==> src/rtl/detect_burst_len_pkg.sv <==
// Shared definitions for the burst-length expander/detector pair.
// Both sides must agree on the beats-1 encoding and the maximum burst size.
package detect_burst_len_pkg;

    // A burst_len entry holds (beats in burst) - BURST_LEN_OFFSET.
    localparam int unsigned BURST_LEN_OFFSET = 1;

    function automatic int unsigned max_burst_beats(input int unsigned burst_len_width);
        return 32'd1 << burst_len_width;
    endfunction

endpackage

==> src/rtl/detect_burst_len.sv <==
// Rebuilds a burst-length stream from a last-tagged beat stream and forwards
// payloads; bursts reaching the maximum length are force-split.
module detect_burst_len
    import detect_burst_len_pkg::*;
#(
    parameter int DataWidth     = 64,
    parameter int BurstLenWidth = 8
) (
    input  logic                     clk,
    input  logic                     rst,
    input  logic [DataWidth:0]       data_in_dout,
    input  logic                     data_in_empty_n,
    output logic                     data_in_read,
    output logic [DataWidth-1:0]     data_out_din,
    input  logic                     data_out_full_n,
    output logic                     data_out_write,
    output logic [BurstLenWidth-1:0] burst_len_din,
    input  logic                     burst_len_full_n,
    output logic                     burst_len_write,
    output logic                     split_pulse,
    output logic [31:0]              burst_done_count
);

    localparam logic [BurstLenWidth-1:0] COUNT_MAX =
        BurstLenWidth'(max_burst_beats(BurstLenWidth) - BURST_LEN_OFFSET);

    logic [BurstLenWidth-1:0] count;
    logic                     last_in;
    logic                     at_max;
    logic                     term;
    logic                     fire;

    assign last_in = data_in_dout[DataWidth];
    assign at_max  = (count == COUNT_MAX);
    assign term    = last_in | at_max;

    // A terminating beat also needs room in the burst_len FIFO; no partial writes.
    assign fire = data_in_empty_n & data_out_full_n & (~term | burst_len_full_n);

    assign data_in_read    = fire;
    assign data_out_write  = fire;
    assign data_out_din    = data_in_dout[DataWidth-1:0];
    assign burst_len_write = fire & term;
    assign burst_len_din   = count;

    always_ff @(posedge clk) begin
        if (rst) begin
            count            <= '0;
            split_pulse      <= 1'b0;
            burst_done_count <= '0;
        end else begin
            if (fire) begin
                count <= term ? '0 : count + BurstLenWidth'(1);
            end
            split_pulse      <= fire & at_max & ~last_in;
            burst_done_count <= burst_done_count + {31'd0, fire & term};
        end
    end

endmodule
==> config.mk <==
export PLATFORM = sky130hd
export DESIGN_NAME = detect_burst_len
export DESIGN_NICKNAME = d
export VERILOG_FILES = /design/src/rtl/detect_burst_len_pkg.sv /design/src/rtl/detect_burst_len.sv
export SDC_FILE = /design/constraint.sdc
export NUM_CORES = 1
export LEC_CHECK = 0
export ABC_AREA = 1
export BUFFER_PORTS_ARGS = -buffer_cell sky130_fd_sc_hd__clkbuf_2
export CELL_PAD_IN_SITES_DETAIL_PLACEMENT = 1
export CELL_PAD_IN_SITES_GLOBAL_PLACEMENT = 1
export CORE_UTILIZATION = 30
export CTS_BUF_LIST = sky130_fd_sc_hd__clkbuf_8 sky130_fd_sc_hd__clkbuf_16
export CTS_CLUSTER_DIAMETER = 150
export CTS_CLUSTER_SIZE = 25
export DETAILED_ROUTE_END_ITERATION = 10
export GPL_TIMING_DRIVEN = 0
export PLACE_DENSITY_LB_ADDON = 0.05
export SYNTH_ARGS = -nofsm -noshare
export SYNTH_HDL_FRONTEND = slang
export SYNTH_SLANG_ARGS = --single-unit
==> constraint.sdc <==
create_clock -name clk -period 4.8 [get_ports clk]
set_clock_uncertainty 0.05 [all_clocks]
set_input_delay 0.96 -clock clk [delete_from_list [all_inputs] [get_ports clk]]
set_output_delay 0.96 -clock clk [all_outputs]
set_load 0.02 [all_outputs]
==> results_dict.tcl <==
set metrics [dict create \
    rrSetupSlack_ns 2.10 \
    yosysWarnings 0 \
    setup-violations-final 0 \
    status "finished with violations" \
    violations "DRC" \
    fin_crit_ns 2.91 \
    grt-ovfl-total 0 \
    drc_errors 18 \
    routedWlPerCell_um 12.5 \
    die_w_um 98.4 \
    period_share_pct 60.6 \
    synth_edf_count 0 \
    synth-seq-cells 41 \
    die_h_um 98.4 \
    cts_buffers 5 \
    crit_type "primary input to output port" \
    synth-async-reset-ratio_pct 0 \
    numPortBuffers 113 \
    start_util_pct 31.5 \
    grt_use_met1_pct 20.1 \
    hold_buffers 0 \
    synthesis.area_um2 2790 \
    min_path_cells 2 \
    maxSlewHeadroom_pct 59.9 \
    rsz0062_at_grt "false" \
    grt_start_max_net_pins 13 \
    slew_violations 0 \
    core_um2 8850 \
    cp.arrival_ns 1.90 \
    fmax_ghz 0.344 \
    drt_pass1_iterations 7 \
    met3_usage_pct 3.29 \
    grt.total_usage_pct 16.6 \
    grt_pass1_vias 2629 \
    clk_latency_ns 0.29 \
    routed_wl_mm 7.84 \
    leakage_nw 1.73 \
    die_area_um2 9680 \
    power_density_nw_per_um2 207 \
    place_area_um2 3490 \
    place_inst 621 \
    boundaryPins 178 \
    maxCapViolations 0 \
    drive_above_1_share_pct 43.4 \
    std_cell_rows 34 \
    setup_total_negative_slack_ns 0 \
    via_per_inst 4.51 \
    grt_antenna_before_repair 0 \
    fin_nets 594 \
    syn_inst 400 \
    clockBufferDepth 2 \
    cts_setup_buffers 0 \
    stdcell_area_um2 3590 \
    hold-path-endpoint "burst_done_count[31]$_SDFF_PP0_" \
    r2r-end "burst_done_count[20]$_SDFF_PP0_" \
    drt_iter0_drc 67 \
    grtUsageMet2_pct 30.6 \
    syn-num-nets 474 \
    end_kind "output port" \
    place_hpwl_mm 6.60 \
    area_delta_synth_final_pct 28.8 \
    layout_commonest_cell "clkbuf_2" \
    rr_startpoint "burst_len_din[0]$_SDFFE_PP0N_" \
    cts_tree "done" \
    busiest_layer "met2" \
    gp_congestion 0.770 \
    instances_no_fill 629 \
    cts_resized 0 \
    min_from "burst_done_count[31]$_SDFF_PP0_" \
    layout_common_cells "clkbuf_2, nand2_1, buf_4" \
    clk_pin_slew_worst_paths_ns 0.09 \
    dr_total_vias 2835 \
    worstPathRequired_ns 3.79 \
    ys.flop_type "dfxtp_1" \
    crit_path_max_fanout 9 \
    cts.sinks 41 \
    worstMarginPinSlew_ns 0.602 \
    grt_pass1_wl_mm 12.8 \
    ys_types 29 \
    syn-mean-instance-area_um2 6.97 \
    start_kind "primary input" \
    diodes 0 \
    max-vdd-ir-drop_uv 95.9 \
    hold_viol_final 0 \
    ant_nets 0 \
    reg2regPathDepth 16 \
    h-tree-depth 2 \
    synth_seq_area_share_pct 29.4 \
    hp-class "flop to flop" \
    clockRootBuffer "clkbuf_8" \
]
-- cell usage after synthesis, types with 7 or more instances --
master	count	area, um2
o21ai_0	7	35.0
nand3b_1	7	52.6
buf_4	66	495
dfxtp_1	41	821
a21oi_1	26	130
inv_1	25	93.8
nand3_1	18	90.1
nor2_1	58	218
nor2_2	7	43.8
nor2_4	9	101
nand2_2	10	62.6
nand2_1	89	334
-- area by class of cell --
type	instances	area, um2
Fill cell	1188	5260
Multi-Input combinational cell	260	1350
Sequential cell	41	821
Timing Repair Buffer	113	566
Buffer	69	508
Tap cell	108	135
Inverter	30	113
Clock buffer	7	96.3
Clock inverter	1	5.00
-- power by group --
group          switching [mW]  leakage [nW]  internal (mW)
registers             0.00259         0.331          0.342
clock network           0.131        0.0542          0.130
logic                  0.0753          1.35         0.0616
-- critical path, stage by stage --
cell and delay, ns:
clkbuf_2 0.07, nand2_1 0.04, inv_1 0.15, nand2_2 0.18, nor2_1 0.27, clkbuf_2 0.22
-- how the worst max path moves through the flow --
stage                                  start                         endpoint  slack, ns  cells after the start
3_3_place_gp                 data_in_empty_n  burst_done_count[20]$_SDFF_PP0_       1.71                     16
6_report                     data_in_empty_n                  burst_len_write       1.89                      6
2_1_floorplan                data_in_empty_n  burst_done_count[20]$_SDFF_PP0_       1.89                     15
5_1_grt        burst_len_din[0]$_SDFFE_PP0N_  burst_done_count[20]$_SDFF_PP0_       1.76                     16
4_1_cts                      data_in_empty_n                  burst_len_write       1.87                      6
3_5_place_dp                 data_in_empty_n  burst_done_count[20]$_SDFF_PP0_       1.69                     16
-- stage by stage --
| stage | setup WS [ns] | power [mW] | util [%] | hold WS [ns] |
|---|---|---|---|---|
| 2_1_floorplan | 1.89 | 0.453 | - | 0.493 |
| 3_3_place_gp | 1.71 | 0.490 | 39.4 | 0.410 |
| 3_5_place_dp | 1.69 | 0.492 | 39.4 | 0.422 |
| 4_1_cts | 1.87 | 0.756 | 40.6 | 0.436 |
| 5_1_grt | 1.76 | 0.776 | 40.6 | 0.474 |
| 6_report | 1.89 | 0.743 | 40.6 | 0.428 |
-- metal layers --
layer  vias to the layer above  wire length, um
met2                       110             3910
met4                         0               58
met5                         -                0
li1                       1431                -
met1                      1288             3300
met3                         6              572
-- state kept, by name (all words and copies together), names as in the netlist --
name / cells
burst_done_count: 32
split_pulse: 1
burst_len_din: 8
-- cell families after synthesis --
| group | synth area share (%) |
|---|---|
| AO/OA/AOI/OAI | 7.45 |
| buffers and inverters | 22.3 |
| adder cells (fa/ha/maj) | 1.80 |
| AND/OR/NAND/NOR | 37.5 |
| flip-flops | 29.4 |
| XOR/XNOR | 1.57 |
(Power assumes the default switching activity.)
